## src/rtl/galaksija_tape_ctrl.sv

```systemverilog
// Galaksija tape playback controller.
// Captures the extent of a tape image written by the loader, then fetches it from SDRAM one byte
// at a time. Each byte goes out as a pulse-coded bit stream (8 slots per bit, LSB first),
// followed by an idle-high gap.
// Optional feature: define TAPE_PAUSE_EN to let the pause input freeze playback.
module galaksija_tape_ctrl #(
    parameter int unsigned ADDR_W      = 14,
    parameter int unsigned SLOT_CYCLES = 1150,
    parameter int unsigned GAP_CYCLES  = 13000
) (
    input  logic              clk,
    input  logic              reset,
    input  logic              ioctl_download,
    input  logic              ioctl_wr,
    input  logic [ADDR_W-1:0] ioctl_addr,
    input  logic              tick_en,
    input  logic              pause,
    output logic              rd_req,
    output logic [ADDR_W-1:0] rd_addr,
    input  logic              rd_ack,
    input  logic [7:0]        rd_data,
    output logic              tape_bit,
    output logic              active,
    output logic [ADDR_W-1:0] read_pos,
    output logic [ADDR_W-1:0] addr_max
);

    // One timer serves both slot and gap timing, so size it for the longer of the two.
    localparam int unsigned TmrMax = (GAP_CYCLES > SLOT_CYCLES) ? GAP_CYCLES : SLOT_CYCLES;
    localparam int unsigned TmrW   = $clog2(TmrMax + 1);
    localparam logic [TmrW-1:0] SlotLast = TmrW'(SLOT_CYCLES - 1);
    localparam logic [TmrW-1:0] GapLast  = TmrW'(GAP_CYCLES - 1);

    typedef enum logic [1:0] {
        StIdle,
        StLoad,
        StPlay,
        StGap
    } state_e;

    state_e            state_q, state_d;
    logic              dl_q, dl_d;
    logic              have_data_q, have_data_d;
    logic [ADDR_W-1:0] addr_max_q, addr_max_d;
    logic [ADDR_W-1:0] read_pos_q, read_pos_d;
    logic              rd_req_q, rd_req_d;
    logic [ADDR_W-1:0] rd_addr_q, rd_addr_d;
    logic              tape_bit_q, tape_bit_d;
    logic              active_q, active_d;
    logic [7:0]        shift_q, shift_d;
    logic [2:0]        bit_idx_q, bit_idx_d;
    logic [2:0]        slot_q, slot_d;
    logic [TmrW-1:0]   timer_q, timer_d;

    logic freeze;
    logic adv;
    logic dl_rise;
    logic dl_fall;

`ifdef TAPE_PAUSE_EN
    assign freeze = pause;
`else
    // pause has no effect in this build.
    logic unused_pause;
    assign unused_pause = pause;
    assign freeze       = 1'b0;
`endif

    assign adv     = tick_en & ~freeze;
    assign dl_rise = ioctl_download & ~dl_q;
    assign dl_fall = ~ioctl_download & dl_q;

    // Next-state: capture, fetch handshake, slot/bit sequencing and gap timing.
    always_comb begin
        state_d     = state_q;
        dl_d        = ioctl_download;
        have_data_d = have_data_q;
        addr_max_d  = addr_max_q;
        read_pos_d  = read_pos_q;
        rd_req_d    = rd_req_q;
        rd_addr_d   = rd_addr_q;
        shift_d     = shift_q;
        bit_idx_d   = bit_idx_q;
        slot_d      = slot_q;
        timer_d     = timer_q;

        unique case (state_q)
            StIdle: begin
                rd_req_d = 1'b0;
            end
            StLoad: begin
                rd_req_d  = 1'b1;
                rd_addr_d = read_pos_q;
                // Ack is honoured even while paused; playback then starts frozen.
                if (rd_ack && rd_req_q) begin
                    shift_d   = rd_data;
                    rd_req_d  = 1'b0;
                    bit_idx_d = 3'd0;
                    slot_d    = 3'd0;
                    timer_d   = '0;
                    state_d   = StPlay;
                end
            end
            StPlay: begin
                if (adv) begin
                    if (timer_q == SlotLast) begin
                        timer_d = '0;
                        slot_d  = slot_q + 3'd1;
                        if (slot_q == 3'd7) begin
                            bit_idx_d = bit_idx_q + 3'd1;
                            if (bit_idx_q == 3'd7) begin
                                state_d = StGap;
                            end
                        end
                    end else begin
                        timer_d = timer_q + TmrW'(1);
                    end
                end
            end
            StGap: begin
                if (adv) begin
                    if (timer_q == GapLast) begin
                        timer_d = '0;
                        if (read_pos_q == addr_max_q) begin
                            state_d = StIdle;
                        end else begin
                            read_pos_d = read_pos_q + ADDR_W'(1);
                            rd_addr_d  = read_pos_q + ADDR_W'(1);
                            rd_req_d   = 1'b1;
                            state_d    = StLoad;
                        end
                    end else begin
                        timer_d = timer_q + TmrW'(1);
                    end
                end
            end
            default: state_d = StIdle;
        endcase

        // End of a download starts playback from the first byte if anything was written.
        if (dl_fall && have_data_q) begin
            read_pos_d = '0;
            rd_addr_d  = '0;
            rd_req_d   = 1'b1;
            state_d    = StLoad;
        end

        // A new download aborts playback; a concurrent read ack is discarded.
        if (dl_rise) begin
            state_d     = StIdle;
            rd_req_d    = 1'b0;
            timer_d     = '0;
            addr_max_d  = '0;
            have_data_d = 1'b0;
        end

        if (ioctl_download && ioctl_wr) begin
            addr_max_d  = ioctl_addr;
            have_data_d = 1'b1;
        end
    end

    // Registered outputs derived from the next state so they align with state changes.
    always_comb begin
        active_d   = (state_d != StIdle);
        tape_bit_d = 1'b1;
        if (state_d == StPlay) begin
            if (slot_d == 3'd0) begin
                tape_bit_d = 1'b0;
            end else if (slot_d == 3'd4 && shift_d[bit_idx_d]) begin
                tape_bit_d = 1'b0;
            end
        end
    end

    // State and output registers.
    always_ff @(posedge clk or posedge reset) begin
        if (reset) begin
            state_q     <= StIdle;
            dl_q        <= 1'b0;
            have_data_q <= 1'b0;
            addr_max_q  <= '0;
            read_pos_q  <= '0;
            rd_req_q    <= 1'b0;
            rd_addr_q   <= '0;
            tape_bit_q  <= 1'b1;
            active_q    <= 1'b0;
            shift_q     <= '0;
            bit_idx_q   <= '0;
            slot_q      <= '0;
            timer_q     <= '0;
        end else begin
            state_q     <= state_d;
            dl_q        <= dl_d;
            have_data_q <= have_data_d;
            addr_max_q  <= addr_max_d;
            read_pos_q  <= read_pos_d;
            rd_req_q    <= rd_req_d;
            rd_addr_q   <= rd_addr_d;
            tape_bit_q  <= tape_bit_d;
            active_q    <= active_d;
            shift_q     <= shift_d;
            bit_idx_q   <= bit_idx_d;
            slot_q      <= slot_d;
            timer_q     <= timer_d;
        end
    end

    assign rd_req   = rd_req_q;
    assign rd_addr  = rd_addr_q;
    assign tape_bit = tape_bit_q;
    assign active   = active_q;
    assign read_pos = read_pos_q;
    assign addr_max = addr_max_q;

endmodule

```

## config.mk

```make
export PLATFORM = sky130hd
export DESIGN_NAME = galaksija_tape_ctrl
export DESIGN_NICKNAME = d
export VERILOG_FILES = /design/src/rtl/galaksija_tape_ctrl.sv
export SDC_FILE = /design/constraint.sdc
export NUM_CORES = 1
export LEC_CHECK = 0
export CORE_ASPECT_RATIO = 2
export CORE_MARGIN = 4
export CORE_UTILIZATION = 40
export CTS_CLUSTER_SIZE = 10
export DETAILED_ROUTE_END_ITERATION = 8
export GPL_TIMING_DRIVEN = 0
export HOLD_SLACK_MARGIN = 0.06
export PLACE_DENSITY = 0.62
export SYNTH_ARGS = -nofsm -noshare
export SYNTH_HDL_FRONTEND = slang
export SYNTH_SLANG_ARGS = --single-unit
```

## constraint.sdc

```tcl
create_clock -name clk -period 2.8 [get_ports clk]
set_input_delay 0.28 -clock clk [delete_from_list [all_inputs] [get_ports clk]]
set_output_delay 0.28 -clock clk [all_outputs]
set_load 0.03 [all_outputs]
```

==> results of run 1 <==
-- layout by cell type (no fill, tap or decap), types with 4 or more instances in the layout --
| master | n |
|---|---|
| dfrtp_1 | 76 |
| clkdlybuf4s50_1 | 72 |
| nand2_1 | 43 |
| xor2_1 | 29 |
| nor2_1 | 24 |
| o21ai_0 | 16 |
| a22o_1 | 16 |
| o31ai_1 | 15 |
| xnor2_1 | 15 |
| clkbuf_1 | 13 |
| nand3_1 | 11 |
| and3_1 | 10 |
| ha_1 | 10 |
| inv_1 | 9 |
| mux2_2 | 9 |
| clkbuf_16 | 9 |
| nand4_1 | 8 |
| a21oi_1 | 7 |
| nand2b_1 | 6 |
| and2_1 | 5 |
| nor3_1 | 5 |
| clkbuf_2 | 4 |
| or2_2 | 4 |
| mux2i_1 | 4 |
-- state kept, by name, indices dropped and copies added (netlist names) --
name         cells
rd_req           1
read_pos        14
shift_q          8
timer_q         14
addr_max        14
dl_q             1
have_data_q      1
active           1
state_q          2
tape_bit         1
slot_q           3
rd_addr         14
bit_idx_q        3
-- worst max-delay path, stage by stage, from the launching register on --
cell and delay, ps:
dfrtp_1 410, inv_1 80, ha_1 130, or4b_4 480
nor4_4 410, mux2i_1 450, nor2_4 80, inv_2 80
mux2i_1 180, o2111ai_1 110, nand4b_1 140
-- through the flow --
| step | instance area [sq um] | util (%) | TNS (ps) | hold slack (ps) |
|---|---|---|---|---|
| after floorplan | 4060 | - | 0 | 311 |
| after global placement | 4940 | 50.3 | -60350 | 462 |
| after detailed placement | 4970 | 50.6 | -2410 | 467 |
| after CTS | 5320 | 54.1 | 0 | 190 |
| after global routing | 5330 | 54.3 | 0 | 197 |
| final | 5330 | 54.3 | 0 | 194 |
-- routing by layer --
metal / vias up / share of wire [%] / GRT usage (%)
li1: 1574 / - / -
met1: 1617 / 36 / 19.9
met3: 21 / 3.9 / 4.01
met4: 0 / 3.9 / 9.55
met2: 82 / 56 / 37.8
met5: - / 0 / 0
-- report_power, final --
group          switching (mW)  internal (mW)
Sequential             0.0388           1.19
Clock                   0.451          0.826
Combinational           0.217          0.186
-- kinds of logic after synthesis --
family	Yosys count	synth area share (%)
AND/OR/NAND/NOR	140	18.5
AO/OA/AOI/OAI	80	14.6
flip-flops	77	47.5
XOR/XNOR	44	9.50
buffers and inverters	30	2.99
multiplexers	13	3.49
adder cells (fa/ha/maj)	11	3.39
-- final cells by class --
| class | count | area share [%] |
|---|---|---|
| Sequential cell | 77 | 36.1 |
| Clock buffer | 12 | 4.81 |
| Inverter | 11 | 0.821 |
| Multi-Input combinational cell | 288 | 38.4 |
| Timing Repair Buffer | 73 | 14.0 |
| Clock inverter | 4 | 1.31 |
| Tap cell | 132 | 3.10 |
| Buffer | 17 | 1.43 |
-- what timing repair did --
item	CTS	global route
setup endpoints to repair	15	25
gates resized for setup	4	5
pin swaps	0	0
hold endpoints to repair	0	0
-- path summary, 6_finish.rpt --
| path | end | slack [ps] | cells after the start |
|---|---|---|---|
| min reg2reg | rd_addr[7] | 470 | 2 |
| min | addr_max[8] | 190 | 2 |
| min in group clk | rd_addr[7] | 470 | 2 |
| max | tape_bit | 190 | 10 |
| max in group asynchronous | tape_bit | 2000 | 3 |
| max reg2reg | tape_bit | 190 | 10 |
==> results.md, run 1 <==
* Status: finished, final reports clean
* Routed length per instance at 17.8 um
* Root buffer cell: clkbuf_16
* Die footprint at 11900 sq um
* Hold Fails Final Rpt at 0
* Synth top area share at 46.9%
* Vias per cell at 5.36
* TritonRoute pass-1 iters at 4
* FILL cells at 917
* P_leak at 2.36 nW
* Share of cells above drive strength 1 at 10.6%
* Gate Count Post-Synth at 395
* Most frequent cell after synthesis: dfrtp_1
* Clock slew at reported path FFs at 60 ps
* Actual slew at the worst max-slew pin at 694 ps
* Post-CTS Hold Buffers at 0
* Placed cells at 600
* Setup CP Type: flip-flop to flip-flop
* CTS tree: done
* DRC Markers at 0
* Fmax at 383 MHz
* Post-place setup slack at -201 ps
* # Post-CTS Setup Buffers at 0
* Rows at 51
* Slew Limit Fails at 0
* PortBufs at 72
* Final cell count without fillers at 614
* Synth Cell Area at 4060 sq um
* Register area share after synthesis at 47.5%
* Initial core utilization at 41.3%
* Fin Clk Skew at 6.47 ps
* Startpoint Class: flip-flop
* Num CTS Buffers at 9
* Number of enable flip-flop cells after synthesis at 0
* Crit path DAT at 2880 ps
* Crit-path max FO at 5
* H-tree Lvls at 3
* Io pins at 74
* Power per cell area at 545 nW/um^2
* Yosys synthesis warning count at 0
* Die Wd at 79.2 um
* Final-stage net count at 517
* Min-delay worst type: input pin to async pin
* Antenna cell count at 0
* RSZ-0062 raised after global routing: no
* Routability cong. at 0.849
* Final worst slack at 190 ps
* Total power at 2.91 mW
* Worst skew pair latency at 340 ps
* Max Cap Viol at 0
* Crit path from: timer_q[1]
* Synth async-reset ratio at 100%
* Most area-consuming cells after synthesis: dfrtp_1 47%, xor2_1 6.3%, nand2_1 4.0%
* Worst relative slew slack at 53.2%
* Initial DRC count at 127
* CP Data Required Time at 3070 ps
* Routed via count at 3294
* Core footprint at 9830 sq um
* Post-synthesis register bit count at 77
* Top cells by count, synth: 76 x dfrtp_1, 43 x nand2_1, 29 x xor2_1, 24 x nor2_1
* Share of the clock period used by the worst path at 93.2%
* Sink Count at 77
* Die Span Y at 150 um
* Routed Antenna Nets at 0
* Mean area per synthesized cell at 10.3 sq um
* Post-synth cell types at 62
* Reg area at 1930 sq um
* Initial antenna violation count at 0
* Gr usage total at 19.8%
* Multi-input logic area at 2050 sq um
* Area Overhead vs Synth at 31.5%
* Top FF cell, synth: dfrtp_1
* Fin crit period at 2610 ps
* Max VDD drop at 0.354 mV
* Critical R2R Launch: timer_q[1]
* CTS max path bufs at 2
* Setup-failing EPs final at 0
* HPWL Detailed at 8320 um
* Largest net degree at the start of global routing at 69
* Routed Wire Length at 10900 um
* GRT overflow at 0
* First-pass GRT wire length at 17900 um
* Critical path endpoint category: flip-flop
* Syn Nets at 435
* Vias in the first global route at 3407
* Dominant cell type by area after synthesis: dfrtp_1
(Power assumes the default switching activity.)
==> inputs of run 2 (changes only) <==
--- a/config.mk
+++ b/config.mk
@@ -8,6 +8,7 @@
 export CORE_ASPECT_RATIO = 2
 export CORE_MARGIN = 4
 export CORE_UTILIZATION = 40
+export CTS_BUF_LIST = sky130_fd_sc_hd__clkbuf_8 sky130_fd_sc_hd__clkbuf_16
 export CTS_CLUSTER_SIZE = 10
 export DETAILED_ROUTE_END_ITERATION = 8
 export GPL_TIMING_DRIVEN = 0
==> run 2 against run 1 <==
Compared with the run above:
- via count hardly changed
- largest power group unchanged
- largest cell class unchanged
- die area did not move
- hold slack got worse by 1.2 ps
- combinational power barely moved
- final area is the same
==> results.md, run 2 (synthesis gave the netlist of run 1 again) <==
* Crit-path max FO at 5 (unchanged)
* Post-CTS Hold Buffers at 0 (unchanged)
* Fin Clk Skew at 6.95 ps (+0.481 ps)
* Fmax at 383 MHz (about the same)
* Worst relative slew slack at 53.2% (unchanged)
* Min-delay worst type: input pin to async pin
* Routed via count at 3293 (-0.030%)
* GRT overflow at 0 (unchanged)
* Seq pwr share at 42.3% (about the same)
* Die Wd at 79.2 um (unchanged)
* PortBufs at 72 (unchanged)
* First-pass GRT wire length at 17900 um (unchanged)
* Die footprint at 11900 sq um (unchanged)
* Largest net degree at the start of global routing at 69 (unchanged)
* Vias per cell at 5.36 (about the same)
* Share of cells above drive strength 1 at 10.6% (unchanged)
* RSZ-0062 raised after global routing: no
* Switching Power at 0.705 mW (-0.15%)
* Startpoint Class: flip-flop
* H-tree Lvls at 3 (unchanged)
* Root buffer cell: clkbuf_16
* Reg2Reg Setup Slack at 190 ps (about the same)
* Critical path cell sequence: inv_1 > ha_1 > or4b_4 > nor4_4 > mux2i_1 > nor2_4 > inv_2 > mux2i_1 > o2111ai_1 > nand4b_1
* Worst skew pair latency at 340 ps (about the same)
* Routed Wire Length at 10900 um (about the same)
* CTS max path bufs at 2 (unchanged)
* Gr usage total at 19.8% (unchanged)
* Antenna cell count at 0 (unchanged)
* Routed metal-1 wire length at 3940 um (+0.28%)
* Crit path DAT at 2880 ps (about the same)
* Post-place setup slack at -201 ps (unchanged)
* Actual slew at the worst max-slew pin at 694 ps (unchanged)
* Routability cong. at 0.849 (unchanged)
* Gate power share at 13.9% (about the same)
* P_leak at 2.36 nW (+0.18%)
* Placed cells at 600 (unchanged)
* Routed length per instance at 17.8 um (about the same)
* Routed Antenna Nets at 0 (unchanged)
* Status: finished, final reports clean
* Setup CP Type: flip-flop to flip-flop
* Io pins at 74 (unchanged)
* Crit-path max cell delay at 480 ps (about the same)
* Commonest non-fill, non-tap cell in the layout: dfrtp_1
* Share of the clock period used by the worst path at 93.2% (about the same)
* R2R cell count at 10 (unchanged)
* Critical path endpoint category: flip-flop
* Initial antenna violation count at 0 (unchanged)
* CP Data Required Time at 3070 ps (about the same)
* Net Sw Frac at 24.3% (about the same)
* Reg-to-Reg End: tape_bit
* DRC Markers at 0 (unchanged)
* Rows at 51 (unchanged)
* Num CTS Buffers at 9 (unchanged)
* Fin crit period at 2610 ps (+0.00300 ps)
* HPWL Detailed at 8320 um (unchanged)
* Initial core utilization at 41.3% (unchanged)
* Max VDD drop at 0.354 mV (about the same)
* Setup-failing EPs final at 0 (unchanged)
* Clock slew at reported path FFs at 60 ps (about the same)
* Worst hold slack at 192 ps (-1.23 ps)
* Critical R2R Launch: timer_q[1]
* Most frequent CP cell: mux2i_1
* Slew Limit Fails at 0 (unchanged)
* Die Span Y at 150 um (unchanged)
* WL met2 at 6160 um (about the same)
* Internal power at 2.20 mW (-0.17%)
* Final worst slack at 190 ps (-0.00300 ps)
* Power per cell area at 544 nW/um^2 (-0.16%)
* Final cell count without fillers at 614 (unchanged)
* Top layer in use: met4
* Crit path from: timer_q[1]
* Area Overhead vs Synth at 31.5% (unchanged)
* Vias in the first global route at 3407 (unchanged)
* Sink Count at 77 (unchanged)
* Core footprint at 9830 sq um (unchanged)
* Hold Fails Final Rpt at 0 (unchanged)
* CTS tree: done
* Max stage delay cell, worst path: or4b_4
* Most frequent cells in the layout: 76 x dfrtp_1, 72 x clkdlybuf4s50_1, 43 x nand2_1
* Final-stage net count at 517 (unchanged)
* # Post-CTS Setup Buffers at 0 (unchanged)
* Clk network pwr share at 43.9% (about the same)
* Initial DRC count at 127 (unchanged)
* Max Cap Viol at 0 (unchanged)
* Met3 wire len at 411 um (-3.7%)
* TritonRoute pass-1 iters at 4 (unchanged)
run 2: cell count changes in the layout (fill, tap and decap cells not counted), sizes merged:
cell    change
inv         +1
clkbuf      -1
run 2: worst max-delay path by stage:
stage / end / slack [ps] / depth (start not counted)
floorplan: timer_q[12] / 410 / 10
global placement: read_pos[10] / -760 / 2
detailed placement: rd_addr[5] / -200 / 8
CTS: rd_addr[6] / 40 / 8
global route: tape_bit / 5 / 10
finish: tape_bit / 190 / 10
run 2: final cells by class:
cell class | count | area [sq um]
Tap cell | 132 | 165
Inverter | 11 | 43.8
Sequential cell | 77 | 1930
Multi-Input combinational cell | 288 | 2050
Timing Repair Buffer | 73 | 748
Clock inverter | 5 | 73.8
Buffer | 17 | 76.3
Fill cell | 917 | 4490
Clock buffer | 11 | 253
run 2: per-layer routing:
layer | up-vias | GRT usage, %
li1 | 1573 | -
met1 | 1620 | 19.9
met2 | 79 | 37.8
met3 | 21 | 4.01
met4 | 0 | 9.55
met5 | - | 0
run 2: repair_timing:
action | CTS | global route
setup endpoints to repair | 15 | 25
resized for setup | 4 | 5
pin swaps | 0 | 0
gates cloned | 0 | 0
run 2: power by group through the flow:
stage / Combinational, mW / Sequential [mW] / Clock [mW]
after CTS: 0.408 / 1.23 / 1.29
after detailed placement: 0.403 / 1.25 / 0
after global routing: 0.438 / 1.23 / 1.34
after floorplan: 0.195 / 1.29 / 0
after global placement: 0.392 / 1.24 / 0
final: 0.402 / 1.23 / 1.27
run 2: stage by stage:
stage / setup TNS, ps / area (sq um) / utilization (%) / power, mW
final: 0 / 5330 / 54.3 / 2.90
after global routing: 0 / 5330 / 54.3 / 3.02
after CTS: 0 / 5320 / 54.1 / 2.93
after detailed placement: -2410 / 4970 / 50.6 / 1.65
after global placement: -60350 / 4940 / 50.3 / 1.63
after floorplan: 0 / 4060 / - / 1.48
run 2: worst max-delay path: cells and delay by family (launching register included):
family / cells / cell delay [ps]
AND/OR/NAND/NOR: 4 / 1110
multiplexers: 2 / 630
flip-flops: 1 / 410
buffers and inverters: 2 / 160
adder cells (fa/ha/maj): 1 / 130
AO/OA/AOI/OAI: 1 / 110
==> RTL change: new RTL, config.mk and constraints of run 2 <==
Set the parameter `ADDR_W` to 15 (it was 14).
--- a/src/rtl/galaksija_tape_ctrl.sv
+++ b/src/rtl/galaksija_tape_ctrl.sv
@@ -4,7 +4,7 @@
 // followed by an idle-high gap.
 // Optional feature: define TAPE_PAUSE_EN to let the pause input freeze playback.
 module galaksija_tape_ctrl #(
-    parameter int unsigned ADDR_W      = 14,
+    parameter int unsigned ADDR_W      = 15,
     parameter int unsigned SLOT_CYCLES = 1150,
     parameter int unsigned GAP_CYCLES  = 13000
 ) (
Ports: changed (resized addr_max, ioctl_addr, rd_addr and read_pos); port bits go from 74 to 78. The function was not compared with the original's and may differ.
==> RTL change against run 2 <==
  * Utilization increased by 0.14 points
  * Clock skew decreased by 0.0023 ns
  * Area after synthesis increased by 4.4%
  * Cell area increased by 4.2%
  * Clock power about the same
  * Worst setup slack got worse by 0.040 ns
  * Wire length increased by 3.1%
  * Sequential cell count increased by 3
  * Non-clock buffer count increased by 3
  * Sequential share of layout area decreased by 0.11 points
  * Via count increased by 6.5%
  * Power about the same
==> RTL change: results (changes against run 2) <==
| Metric | Value |
|---|---|
| Status | `finished, final reports clean (unchanged)` |
| Slew Limit Headroom | `0.568 (was 0.532)` |
| Post-Synthesis Cells | `421 (was 395)` |
| Iter 0 DRT Violations | `196 (was 127)` |
| Placed cell areas | `5200 µm² (was 4970 µm²)` |
| Largest net degree at the start of global routing | `65 (was 69)` |
| Total number of vias | `3,507 (was 3,293)` |
| Mux contribution to synthesized area | `0.0340 (was 0.0349)` |
| CP arrival | `2.90 ns (was 2.88 ns)` |
| Largest cells by area after synthesis | `dfrtp_1, xor2_1, xnor2_1 (was dfrtp_1, xor2_1, nand2_1)` |
| Synth cell types | `54 (was 62)` |
| Net count after synthesis | `462 (was 435)` |
| Synth Area in Adders | `0.0325 (was 0.0339)` |
| Share of layout cells above drive strength 1 | `0.0858 (was 0.106)` |
| Reg2Reg Depth | `10 (unchanged)` |
| CP peak stage delay | `around 0.49 ns` |
| Vias in the first global route | `3,730 (was 3,407)` |
| Final Wtd Congestion | `0.850 (was 0.849)` |
| # port buffers | `76 (was 72)` |
| Clock skew | `0.00469 ns (was 0.00695 ns)` |
| Total Wirelength | `11,300 µm (was 10,900 µm)` |
| Synth cell count leaders | `dfrtp_1, nand2_1, nor2_1 (was dfrtp_1, nand2_1, xor2_1)` |
| Layout Nets | `550 (was 517)` |
| Reg2reg start | `slot_q[0]$_DFF_PP0_ (was timer_q[1]$_DFFE_PP0P_)` |
| Routed len/inst | `17.4 µm (was 17.8 µm)` |
| VDD IR max | `0.000307 V (was 0.000354 V)` |
| Complex-gate fraction of the synthesized area | `0.133 (was 0.146)` |
| First-pass GRT wire length | `18,400 µm (was 17,900 µm)` |
| Placed instance count | `633 (was 600)` |
| Pre-CTS WS | `0.0173 ns (was -0.201 ns)` |
| Dpl hpwl | `8820 µm (was 8320 µm)` |
| Leak | `2.36 nW (about the same)` |
| Sequential-to-total area share from yosys stat | `0.473 (was 0.475)` |
| Post-route cell area | `5560 µm² (was 5330 µm²)` |
| Synth Area in XOR/XNOR | `0.103 (was 0.0950)` |
| R2R Setup Slk | `0.15 ns (was 0.19 ns)` |
| First-pass DRT Iterations | `6 (was 4)` |
| # resized after CTS | `0 (was 4)` |
| Worst hold slack | `0.225 ns (was 0.192 ns)` |
| Total track usage | `0.194 (was 0.198)` |
| Filler Cell Count | `961 (was 917)` |
| Critical-path top delay cell | `or4_1 (was or4b_4)` |
RTL change: how the worst max path moves through the flow:
stage,to,cells past startpoint,from,slack [ns]
6_report,tape_bit$_DFF_PP1_,10,slot_q[0]$_DFF_PP0_,0.15
4_1_cts,tape_bit$_DFF_PP1_,8,state_q[1]$_DFF_PP0_,0.003
5_1_grt,tape_bit$_DFF_PP1_,9,slot_q[0]$_DFF_PP0_,0.03
3_5_place_dp,tape_bit$_DFF_PP1_,8,state_q[1]$_DFF_PP0_,0.02
2_1_floorplan,tape_bit$_DFF_PP1_,10,slot_q[0]$_DFF_PP0_,0.34
3_3_place_gp,shift_q[4]$_DFF_PP0_,2,reset,-0.87
RTL change: report_power, final:
part | internal (mW) | switching (mW) | total (mW)
combinational | 0.168 | 0.214 | 0.382
clock | 0.800 | 0.466 | 1.27
sequential | 1.20 | 0.0475 | 1.25
RTL change: final cells by class:
class / instances / share of cell area
well taps: 135 / 0.0304
flip-flops and latches: 80 / 0.360
clock inverters: 5 / 0.0146
inverters: 14 / 0.00990
plain buffers: 16 / 0.0124
repair buffers: 77 / 0.142
multi-input cells: 311 / 0.388
clock buffers: 10 / 0.0430
RTL change: cells by family (layout without fill, tap and decap cells):
kind of cell	count (synthesis)	in the layout
buf+inv	30	122
mux	13	13
fa+ha+maj	11	11
flops	80	80
xor+xnor	50	50
compound gates	78	78
simple gates	159	159
RTL change: metal layers:
metal	share of wire	vias up	track usage
li1	-	1659	-
met1	0.34	1741	0.182
met2	0.60	80	0.381
met3	0.030	27	0.0357
met4	0.032	0	0.0943
met5	0	-	0
